File: src/rtl/pipe_stage_buf_pkg.sv
// Shared types and constants for the cotm32 elastic pipeline stages.
package pipe_stage_buf_pkg;

  typedef enum logic [1:0] {
    EMPTY = 2'd0,
    HALF  = 2'd1,
    FULL  = 2'd2
  } pipe_state_e;

  // Canonical RISC-V NOP (addi x0, x0, 0), used to build bubble payloads.
  localparam logic [31:0] INST_NOP = 32'h0000_0013;

endpackage

File: src/rtl/pipe_sat_counter.sv
// Saturating up-counter with synchronous clear, shared by performance monitors.
module pipe_sat_counter #(
  parameter int W = 16
) (
  input  logic         i_clk,
  input  logic         i_clear,
  input  logic         i_inc,
  output logic [W-1:0] o_count
);

  // NOTE: sequential state is always written with non-blocking assignments so
  // every register samples pre-edge values regardless of block ordering.
  always_ff @(posedge i_clk) begin
    if (i_clear) begin
      o_count <= '0;
    end else if (i_inc && (o_count != '1)) begin
      o_count <= o_count + 1'b1;
    end
  end

endmodule

File: src/rtl/pipe_stage_buf.sv
// Elastic valid/ready pipeline stage: optional two-entry skid buffer, bubble
// insertion on reset/flush/drain, and a saturating back-pressure counter.
module pipe_stage_buf
  import pipe_stage_buf_pkg::*;
#(
  parameter int                DATA_W = 128,
  parameter int                FLAG_W = 8,
  parameter bit                SKID   = 1'b1,
  parameter logic [DATA_W-1:0] BUBBLE = '0,
  parameter int                CNT_W  = 16
) (
  input  logic              i_clk,
  input  logic              i_rst,
  input  logic              i_flush,
  input  logic              i_valid,
  output logic              o_ready,
  input  logic [DATA_W-1:0] i_data,
  input  logic [FLAG_W-1:0] i_flags,
  output logic              o_valid,
  input  logic              i_ready,
  output logic [DATA_W-1:0] o_data,
  output logic [FLAG_W-1:0] o_flags,
  output logic              o_full,
  output logic [CNT_W-1:0]  o_bp_cnt
);

  pipe_state_e       state;
  logic [DATA_W-1:0] main_data;
  logic [FLAG_W-1:0] main_flags;
  logic [DATA_W-1:0] skid_data;
  logic [FLAG_W-1:0] skid_flags;
  logic              acc;
  logic              ret;

  assign o_valid = (state != EMPTY);
  assign o_full  = (state == FULL);
  assign o_data  = main_data;
  assign o_flags = main_flags;

  // With the skid entry, ready depends only on local state, cutting the
  // downstream-to-upstream combinational path.
  assign o_ready = SKID ? (state != FULL) : (!o_valid || i_ready);

  assign acc = i_valid && o_ready && !i_flush;
  assign ret = o_valid && i_ready;

  // NOTE: payload registers are reset too, because an empty stage must present
  // BUBBLE and zero flags rather than stale or unknown contents.
  always_ff @(posedge i_clk) begin
    if (i_rst || i_flush) begin
      state      <= EMPTY;
      main_data  <= BUBBLE;
      main_flags <= '0;
      skid_data  <= BUBBLE;
      skid_flags <= '0;
    end else begin
      unique case (state)
        EMPTY: begin
          if (acc) begin
            state      <= HALF;
            main_data  <= i_data;
            main_flags <= i_flags;
          end
        end
        HALF: begin
          if (acc && !ret) begin
            state      <= FULL;
            skid_data  <= i_data;
            skid_flags <= i_flags;
          end else if (ret && !acc) begin
            state      <= EMPTY;
            main_data  <= BUBBLE;
            main_flags <= '0;
          end else if (acc && ret) begin
            main_data  <= i_data;
            main_flags <= i_flags;
          end
        end
        FULL: begin
          if (ret) begin
            state      <= HALF;
            main_data  <= skid_data;
            main_flags <= skid_flags;
            skid_data  <= BUBBLE;
            skid_flags <= '0;
          end
        end
        default: state <= EMPTY;
      endcase
    end
  end

  pipe_sat_counter #(
    .W(CNT_W)
  ) u_bp_cnt (
    .i_clk  (i_clk),
    .i_clear(i_rst),
    .i_inc  (o_valid && !i_ready),
    .o_count(o_bp_cnt)
  );

endmodule
File: config.mk
export PLATFORM = sky130hd
export DESIGN_NAME = pipe_stage_buf
export DESIGN_NICKNAME = d
export VERILOG_FILES = /design/src/rtl/pipe_stage_buf_pkg.sv /design/src/rtl/pipe_sat_counter.sv /design/src/rtl/pipe_stage_buf.sv
export SDC_FILE = /design/constraint.sdc
export NUM_CORES = 1
export LEC_CHECK = 0
export CAP_MARGIN = 10
export CORE_MARGIN = 3
export CORE_UTILIZATION = 44
export CTS_CLUSTER_DIAMETER = 150
export CTS_CLUSTER_SIZE = 40
export DETAILED_ROUTE_END_ITERATION = 8
export PLACE_DENSITY = 0.87
export SLEW_MARGIN = 10
export SYNTH_ARGS = -nofsm -noshare
export SYNTH_HDL_FRONTEND = slang
export SYNTH_SLANG_ARGS = --single-unit
File: constraint.sdc
create_clock -name i_clk -period 2.49 [get_ports i_clk]
set_input_delay 0.6225 -clock i_clk [delete_from_list [all_inputs] [get_ports i_clk]]
set_output_delay 0.6225 -clock i_clk [all_outputs]
set_load 0.01 [all_outputs]
==> Word level (Yosys, flattened, before mapping) <==
Index checks and enable logic that the tools add are counted.
{ "totals": {"mem_bits_rw": 0, "input_bits": 141, "wordCells": 60, "latchBits": 0, "romBits": 0, "mem_count": 0, "register_bits": 290, "output_inout_bits": 155} }
{ "classes": {"magnitude_cmp": 0, "n_reduce_logical": 20, "shift": 0, "n_div": 0, "n_addsub": 1, "n_mul": 0, "muxes": 23, "bitwise_logic": 0, "n_eq_ne": 10} }
{ "op_table": {"columns": ["operator", "n"], "rows": [
  ["two-way mux 128 bit", 7],
  ["case mux 128 bit (3 select lines)", 1],
  ["case mux 128 bit (2 select lines)", 1],
  ["two-way mux 8 bit", 7],
  ["case mux 8 bit (3 select lines)", 1],
  ["adder 16 x 1 -> 16 bit, second input constant", 1],
  ["!= test 16 bit, second input constant", 1],
  ["case mux 8 bit (2 select lines)", 1],
  ["logical AND 1 bit", 8],
  ["two-way mux 2 bit", 4],
  ["!= test 2 bit, second input constant", 4],
  ["!= test 3 bit, second input constant", 2],
  ["case mux 2 bit (3 select lines)", 1],
  ["AND reduction 3 bit", 2],
  ["AND reduction 5 bit", 1],
  ["logical NOT 1 bit", 4],
  ["nonzero test 2 bit", 2],
  ["nonzero test 3 bit", 1],
  ["equality test 2 x 1 -> 1 bit, second input constant", 1],
  ["equality test 2 bit, second input constant", 1],
  ["logical NOT 2 bit", 1],
  ["!= test 2 x 1 -> 1 bit, second input constant", 1],
  ["logical OR 1 bit", 1]
]} }

==> Logic depth before layout (Yosys ltp) <==
Gate-level depths: netlist of run 1.
{ "depth": {"word_depth": 8, "depth_mapped": 14, "ltp_nobuf": 10} }

==> Cells and area by module <==
A second synthesis of run 1 with hierarchy kept.
{ "hier_totals": {"cells_unflattened": 1357, "hier_area_um2": 11623.6} }
{ "modules_own_cells": {"columns": ["module", "instances", "cells_per_inst", "area_per_inst_um2", "seq_area_each_um2"], "rows": [
  ["pipe_stage_buf", 1, 1258, 10775.3, 5485.3],
  ["pipe_sat_counter", 1, 99, 848.3, 320.3]
]} }

==> Worst setup path after synthesis of run 1 <==
Ideal clock, no wire load.
{ "synth_path": {"path_kind": "reg2reg", "start": "reg state[0]", "end": "reg main_data[26], in the netlist o_data[26]", "path_buffers": 3, "path_slack_ps": -104, "required_time_ps": 2412, "setup_ps": 78, "arrival_time_ps": 2516, "synth_period_minus_slack_ps": 2594, "path_stages_with_launch": 12, "cell_sequence": "dfxtp_1 -> inv_1 -> ha_1 -> inv_1 -> clkbuf_1 -> nand2_1 -> ha_1 -> o21ai_2 -> buf_2 -> clkbuf_1 -> a221oi_1 -> nor3_1"} }
{ "synth_via": {"elab_cells_between_ends": 22, "classes_between": "7 x eq/ne; 3 x mux; 12 x reduce/logical"} }
{ "synth_lines": {"columns": ["item", "line", "rtl"], "rows": [
  ["from (decl)", "pipe_stage_buf.sv:27", "pipe_state_e state;"],
  ["from (signal assigned)", "pipe_stage_buf.sv:51", "state <= EMPTY;"],
  ["from (signal assigned)", "pipe_stage_buf.sv:60", "state <= HALF;"],
  ["from (signal assigned)", "pipe_stage_buf.sv:67", "state <= FULL;"],
  ["equality test 2 bit (*)", null, null],
  ["named net o_full", "pipe_stage_buf.sv:23", "output logic o_full,"],
  ["!= test 2 x 1 -> 1 bit (no source line) / nonzero test 3 bit (equally long branches)", null, null],
  ["AND reduction 5 bit (no source line)", null, null],
  ["to (signal assigned)", "pipe_stage_buf.sv:61", "main_data <= i_data;"],
  ["to (signal assigned)", "pipe_stage_buf.sv:75", "main_data <= i_data;"],
  ["to (signal assigned)", "pipe_stage_buf.sv:82", "main_data <= skid_data;"],
  ["to (decl)", "pipe_stage_buf.sv:28", "logic [DATA_W-1:0] main_data;"]
]} }
The timed path passes the listed nets; every way through them passes the cells marked *. The select of a mux whose other input is x is not followed.
A chain may end at the register's enable or synchronous reset.

==> Final worst setup path of run 1 <==
{ "layout_path": {"start": "reg state[1]", "end": "out o_valid"} }
{ "layout_via": {"elab_chain_cells": 1} }
{ "layout_rtl": {"columns": ["item", "line", "rtl"], "rows": [
  ["nonzero test 2 bit", "pipe_stage_buf.sv:35", "assign o_valid = (state != EMPTY);"],
  ["to (decl)", "pipe_stage_buf.sv:19", "output logic o_valid,"]
]} }
No other way between the ends.

==> results of run 1 <==
==> routing by layer <==
layer	share of wire, %	vias up
met5	0.038	-
met4	2.5	2
met3	8.1	59
met2	49	552
met1	41	5484
li1	-	5328
==> state kept, by name, summed over array words and instances (netlist names) <==
name / cells
skid_flags: 8
o_flags: 8
u_bp_cnt.o_count: 16
skid_data: 128
o_data: 128
state: 2
==> placed cells by master (no fill, tap or decap), types with 2 or more instances in the layout <==
cell / instances
dlygate4sd2_1: 2
nand4_1: 2
or3_1: 3
dfxtp_1: 289
clkbuf_16: 11
a211oi_1: 3
mux2i_1: 4
buf_4: 33
nand2b_1: 4
o21ai_0: 5
nand2_1: 143
a221oi_1: 136
nor3_1: 140
buf_12: 19
nand3_1: 139
ha_1: 6
nor2_1: 149
clkdlybuf4s50_1: 292
nor4_1: 2
nor2b_1: 7
inv_1: 8
a21oi_1: 144
mux2_2: 5
==> kinds of logic (layout without fill, tap and decap cells) <==
family / after synthesis / count (layout) / share of synthesized area, %
AO/OA/AOI/OAI: 303 / 303 / 18.3
adder cells (fa/ha/maj): 7 / 7 / 0.769
buffers and inverters: 147 / 368 / 5.18
flip-flops: 290 / 290 / 51.0
multiplexers: 9 / 9 / 0.846
AND/OR/NAND/NOR: 603 / 603 / 23.9
==> cell usage after synthesis (all sizes together) (2+ instances only) <==
cell type and instances:
a2111oi 2, dfxtp 290, or3 3, nor2b 8, a211oi 4, buf 35
nand3 139, nand2b 4, inv 9, a21oi 144, nand2 143, clkbuf 103
a22oi 2, a221oi 136, mux2 5, mux2i 4, nand4 3, a211o 2
nor4 2, ha 7, nor2 149, nor3 140, and2 2, o21ai 6
==> power breakdown <==
part	internal (uW)	total, uW	switching, uW
clock	833	2250	1420
sequential	4770	4850	76.3
combinational	665	1380	719
==> timing repair <==
action,4_1_cts,5_1_grt
endpoints found under the hold margin,0,0
endpoints found under the setup margin,3,15
gates resized for setup,5,4
==> path summary, 6_finish.rpt <==
path	from	end	slack (ps)
setup reg to reg	state[1]	u_bp_cnt.o_count[14]	200
hold reg to reg	skid_data[52]	skid_data[52]	460
setup / recovery	state[1]	o_valid	100
hold / removal	skid_data[52]	skid_data[52]	460
==> critical path, cell delays in order (launching register included) <==
cell and delay, ps:
dfxtp_1 450, inv_1 90, ha_1 260, inv_1 130
dlygate4sd2_1 330
==> stage by stage <==
step	utilization, %	hold WS [ps]	setup WS [ps]
floorplan	-	432	40.3
global placement	58.7	437	-199
detailed placement	58.7	443	-224
CTS	60.0	461	17.9
global route	60.0	477	32.6
finish	60.0	462	104
==> cell type report <==
type	count	area share, %
flip-flops and latches	290	38.2
well taps	330	2.72
clock inverters	1	0.197
multi-input cells	922	33.3
clock buffers	11	1.81
inverters	9	0.239
repair buffers	347	23.5
==> flow_summary.json, run 1 <==
{
  "tightest_slew_ps": 793,
  "numCtsBuffers": 11,
  "coreArea_mm2": 0.0253,
  "fillCellCount": 2131,
  "avgViaCountPerCell": 5.98,
  "cts_tree": "done",
  "busiest_layer": "met2",
  "synth_cells": 1359,
  "track_usage_pct": 23.2,
  "placed_cells": 1898,
  "use_met3_pct": 4.63,
  "cts_hold_buffers": 0,
  "die_w_um": 167,
  "register_area_mm2": 0.00581,
  "root_buffer": "clkbuf_16",
  "fin_skew_ps": 43.9,
  "tns_ps": 0,
  "finalCriticalPeriod_ps": 2390,
  "num_vias": 11425,
  "power_uw": 8480,
  "reg2regPathDepth": 8,
  "grt_overflow": 0,
  "netlist_area_mm2": 0.0114,
  "drive_gt1_share_pct": 5.38,
  "finalCritPeriodShare_pct": 95.8,
  "dr.pass1.iters": 5,
  "multi_input_area_mm2": 0.00506,
  "relSlewSlack_pct": 47.1,
  "finalHoldViolations": 0,
  "mappedNetlistNets": 1507,
  "drv_cap": 0,
  "synthDistinctLibCells": 44,
  "dieArea_mm2": 0.0279,
  "postRouteWirelength_um": 34200,
  "post_drt_wl_per_cell_um": 17.9,
  "drcViolationCount": 0,
  "clk_latency_ps": 500,
  "syn_to_final_growth_pct": 33.5,
  "min_path_type": "reg2reg",
  "io_pins": 296,
  "synth_top_area_share_pct": 51.0,
  "stdcell_area_mm2": 0.0152,
  "hpwl_um": 22700,
  "grt_pass1_wl_um": 55500,
  "antenna_found_initial": 1,
  "cp-start-kind": "register",
  "cp_max_fo": 7,
  "die_y_um": 167,
  "drv_slew": 0,
  "status": "finished clean",
  "yosysTopAreaCell": "dfxtp_1",
  "async_reset_ff_share_pct": 0,
  "fmax_ghz": 0.419,
  "ant_nets": 0,
  "place_area_mm2": 0.0149,
  "postCtsSetupBuffers": 0,
  "diodes": 0,
  "irDropWorstVdd_v": 0.000424,
  "synth-edff-count": 0,
  "nNetsFinal": 1729,
  "drt_iter0_markers": 1418,
  "min_delay_path_depth": 2,
  "p_per_area_mw_per_mm2": 558,
  "synth_sequential_area_ratio_pct": 51.0,
  "worstPathRequired_ps": 1870,
  "clk_pin_slew_ps": 140,
  "numClockSinks": 290,
  "cts_buffer_depth": 3,
  "grt_util_met2_pct": 39.5,
  "synth-seq-cells": 290,
  "netlist_top_cells_area": "dfxtp_1 (51%), a221oi_1 (10%), a21oi_1 (6.3%)",
  "cts_max_level": 1,
  "met1_usage_pct": 30.0,
  "setup_viol": 0,
  "std_cell_rows": 58,
  "critPathKind": "reg2out",
  "fin_cells": 1910,
  "grt_pass1_vias": 10824,
  "rsz0062_at_grt": "no",
  "start_util_pct": 45.0,
  "yosysWarnings": 0,
  "end_kind": "output port",
  "worstPathArrival_ps": 1760,
  "p_leak_uw": 0.00501,
  "synth.avg_cell_area_um2": 8.38,
  "grt_max_degree": 77,
  "portBuffers": 295,
  "gp_congestion": 0.847,
  "synth_ff_type": "dfxtp_1"
}
No activity file was read; power rests on OpenSTA's default activity.
==> run 2, diff against run 1 <==
Settings changed: CORE_MARGIN 3 to 2.
==> flow_summary.json, run 2 (same netlist as run 1, synthesis figures left out) <==
{
  "syn_to_final_growth_pct": 34.6,
  "finalCriticalPeriod_ps": 2380,
  "coreArea_mm2": 0.0253,
  "dr.pass1.iters": 5,
  "portBuffers": 295,
  "hpwl_um": 22400,
  "critPathKind": "reg2out",
  "irDropWorstVdd_v": 0.000577,
  "drt_iter0_markers": 1231,
  "p_leak_uw": 0.00507,
  "relSlewSlack_pct": 56.7,
  "avgViaCountPerCell": 5.86,
  "numCtsBuffers": 11,
  "std_cell_rows": 58,
  "fmax_ghz": 0.420,
  "grt_overflow": 0,
  "nNetsFinal": 1738,
  "drcViolationCount": 0,
  "setup_ws_ps": 111,
  "num_vias": 11253,
  "cts_tree": "done",
  "drive_gt1_share_pct": 5.85,
  "worstPathArrival_ps": 1760,
  "fillCellCount": 2123,
  "antenna_found_initial": 1,
  "die_y_um": 165,
  "finalCritPeriodShare_pct": 95.5,
  "gp_congestion": 0.873,
  "drv_cap": 0,
  "dieArea_mm2": 0.0272,
  "fin_skew_ps": 47.1,
  "rsz0062_at_grt": "no",
  "grt_pass1_wl_um": 51800,
  "status": "finished clean",
  "cp_max_fo": 4,
  "cts_hold_buffers": 0,
  "stdcell_area_mm2": 0.0153,
  "r2r_slack_ps": 200,
  "post_drt_wl_per_cell_um": 17.3,
  "ant_nets": 0,
  "finalHoldViolations": 0,
  "place_area_mm2": 0.0150,
  "min_path_type": "reg2reg",
  "cts_max_level": 1,
  "drv_slew": 0,
  "io_pins": 296,
  "cp-start-kind": "register",
  "dpl_worst_slack_ps": -173,
  "clk_latency_ps": 500,
  "layout_common_cells": "clkdlybuf4s50_1 (293), dfxtp_1 (289), nor2_1 (149)",
  "p_per_area_mw_per_mm2": 555,
  "track_usage_pct": 23.0,
  "root_buffer": "clkbuf_16",
  "clk_pin_slew_ps": 140,
  "layout_commonest_cell": "clkdlybuf4s50_1",
  "tightest_slew_ps": 650,
  "worstPathRequired_ps": 1870,
  "start_util_pct": 45.0,
  "numClockSinks": 290,
  "cts_buffer_depth": 3,
  "die_w_um": 165,
  "setup_viol": 0,
  "tns_ps": 0,
  "grt_pass1_vias": 10384,
  "grt_max_degree": 126,
  "end_kind": "output port",
  "postRouteWirelength_um": 33300
}
[run 2: what timing repair did]
item	CTS	global route
endpoints found under the setup margin	3	2
resized for setup	4	1
buffers inserted	2	0
[run 2: layer usage]
metal	part of all wire, %	vias to the layer above	GRT usage [%]
met4	2.8	0	7.39
met5	0	-	0
met2	48	550	38.9
met1	40	5306	29.9
li1	-	5341	-
met3	8.5	56	3.89
[run 2: worst paths after layout]
path	from	cells past startpoint	endpoint
hold / removal	skid_data[18]	2	skid_data[18]
hold reg to reg	skid_data[18]	2	skid_data[18]
setup reg to reg	state[0]	12	skid_flags[7]
setup / recovery	state[0]	4	o_ready
[run 2: stage by stage]
stage	hold WS (ps)	std cells	total power, uW	util (%)
6_report	460	1920	8500	60.5
5_1_grt	472	1920	8850	60.5
4_1_cts	461	1919	8570	60.5
3_5_place_dp	443	1905	6360	59.3
3_3_place_gp	436	1905	6330	59.3
2_1_floorplan	432	1359	5600	-
[run 2: cell type report]
cell class	count	area (um2)	area share [%]
multi-input cells	922	5050	32.9
inverters	9	36.3	0.237
well taps	330	413	2.69
clock buffers	11	275	1.80
repair buffers	356	3720	24.3
diodes	1	2.50	0.0163
flip-flops and latches	290	5810	37.9
clock inverters	1	30.0	0.196
[run 2: where the power goes]
group | internal, uW | total, uW | switching [uW]
sequential | 4770 | 4850 | 74.8
combinational | 696 | 1420 | 721
clock | 833 | 2240 | 1410
total | 6300 | 8500 | 2200
[run 2: critical path, cell delays in order, from the launching register on]
cell and delay (ps):
dfxtp_2 380, inv_1 60, ha_2 220, inv_4 70, clkdlybuf4s50_1 530
==> patch (config.mk and constraints of run 2) <==
The parameter `SKID` goes from 1'b1 to 1'b0.
--- a/src/rtl/pipe_stage_buf.sv
+++ b/src/rtl/pipe_stage_buf.sv
@@ -6,5 +6,5 @@
   parameter int                DATA_W = 128,
   parameter int                FLAG_W = 8,
-  parameter bit                SKID   = 1'b1,
+  parameter bit                SKID   = 1'b0,
   parameter logic [DATA_W-1:0] BUBBLE = '0,
   parameter int                CNT_W  = 16
Check against the original RTL: not equivalent (a bounded check fails within 4 cycles, from zero or initial values and one cycle with i_rst high).
==> patch against run 2 <==
- design area down 4.5%
- worst setup slack barely moved
- count of clock-buffer cells in the layout did not move
- wire length shrank 13%
- critical path depth is the same
- sequential cell count unchanged
- largest power group unchanged
- area after synthesis is 5.4% lower
- total power fell by 2.9%
==> patch: results (changes against run 2) <==
Status
  • Status: finished, final reports clean

CTS
  • CTS Buf Count: 11 (unchanged)
  • Clock root cell: clkbuf_16
  • Clk_lat worst skew: 500 ps (about the same)
  • Htree depth: 1 (unchanged)
  • Clock Path Buffers: 3 (unchanged)
  • CTS resizes: 4 (unchanged)
  • Clk slew on worst S/H paths: 140 ps (about the same)
  • Postcts setup bufs: 0 (-2)

Power
  • Power Density: 564 mW/mm2 (+1.7%)
  • Max VDD drop: 0.000497 V (-14%)
  • Sw Share: 24.8% (-1.1 points)
  • Leakage: 5.25 nW (+3.6%)
  • Sequential share of power: 58.0% (+1.0 points)
  • Clock net power: roughly 0.0022 W

Routing
  • DRT Pass-1 Iters: 7 (+2)
  • 1st-iter DRT viols: 621 (-50%)
  • Via density: 5.46 (-6.9%)
  • Drt wl/cell: 17.6 um (+1.6%)

Yosys
  • Area contributors post-synth: dfxtp_1, and2_1, a221oi_1
  • FFs w/ async S/R, synth: 0% (unchanged)
  • Post-synthesis sequential area ratio: 53.9% (+2.9 points)
  • Yosys cell types: 48 (+9.1%)
  • Mapped Nets: 1192 (-21%)
  • YS warnings: 0 (unchanged)
  • Syn_area_per_cell: 10.3 um2 (+23%)
  • Top post-synthesis cells by count: dfxtp_1, nor2_1, and2_1

Critical path
  • Worst path arrival time: 1760 ps (about the same)
  • Crit-path max FO: 4 (unchanged)
  • Crit path largest cell delay: 520 ps
  • Slowest-stage cell, CP: clkdlybuf4s50_1
  • Cell family with most CP delay: buffers and inverters

Placed design
  • I/O Buffers: 295 (unchanged)
  • Gpl congestion: 0.849 (-2.7%)
  • Detail Placement HPWL: 20100 um (-10%)

GRT
  • Largest net degree at the start of global routing: 74 (-41%)
  • GRT Total Usage: 21.8% (-1.2 points)
  • Initial antenna violation count: 0 (-1)
  • First-pass GRT wire length: 46400 um (-10%)
  • Vias in the first global route: 8875 (-15%)

Layout
  • Fill cells: 1921 (-9.5%)
  • Layout net count: 1465 (-16%)
  • Diode count: 0 (-1)
  • Fin cells: 1640 (-15%)
  • Layout cells sized above 1: 13.0% (+7.1 points)

STA
  • Slew margin rel.: 37.4% (-19 points)
  • Final setup skew: 45.6 ps (-1.54 ps)

Worst hold path
  • Min-delay worst type: register to register
patch: changes by cell type after synthesis, moves of 4 or more:
cell,delta
and2_1,+136
nand3_1,-136
a21oi_1,-134
nand2_1,-133
clkbuf_1,-58
nor3_1,-42
nor3_2,+42
a221oi_1,-40
a221oi_2,+40
buf_6,+11
buf_1,+5
buf_2,-5
a211oi_1,-4
o31ai_1,+4
patch: cell families (layout without fill, tap and decap cells):
group / count (synthesis) / after routing / share of synthesized area (%)
AOI/OAI and AO/OA: 164 / 164 / 15.1
xor gates and xnor gates: 1 / 1 / 0.0813
adders and majority gates: 7 / 7 / 0.813
buffers and inverters: 103 / 375 / 4.76
DFF: 290 / 290 / 53.9
muxes: 6 / 6 / 0.674
and+or+nand+nor: 473 / 473 / 24.7
patch: final cells by class:
type	count	area, um2	area share [%]
inverter	9	33.8	0.231
tap	324	405	2.77
timing repair buffer	354	3590	24.6
clock inverter	1	30.0	0.205
multi-input combinational	651	4490	30.7
clock buffer	11	275	1.88
sequential	290	5810	39.7
patch: through the flow:
stage	setup slack [ps]	TNS (ps)	hold slack, ps	cell area, um2
global placement	-96.2	-5490	443	14300
detailed placement	-167	-10950	445	14300
CTS	88.4	0	479	14600
finish	111	0	478	14600
global route	12.7	0	493	14600
floorplan	141	0	431	10800
patch: metal layers:
layer	vias to the layer above	GRT usage (%)	wire (um)
met5	-	0	0
met1	4304	27.2	12100
met2	331	36.5	13800
li1	4259	-	-
met3	57	5.84	2180
met4	0	7.29	862
patch: path summary, 6_finish.rpt:
| path | start | slack [ps] | cells after the start | end |
|---|---|---|---|---|
| setup / recovery | state[0] | 110 | 4 | o_valid |
| hold / removal | skid_data[15] | 480 | 1 | skid_data[15] |
| setup reg to reg | state[0] | 260 | 11 | o_data[87] |
| hold reg to reg | skid_data[15] | 480 | 1 | skid_data[15] |
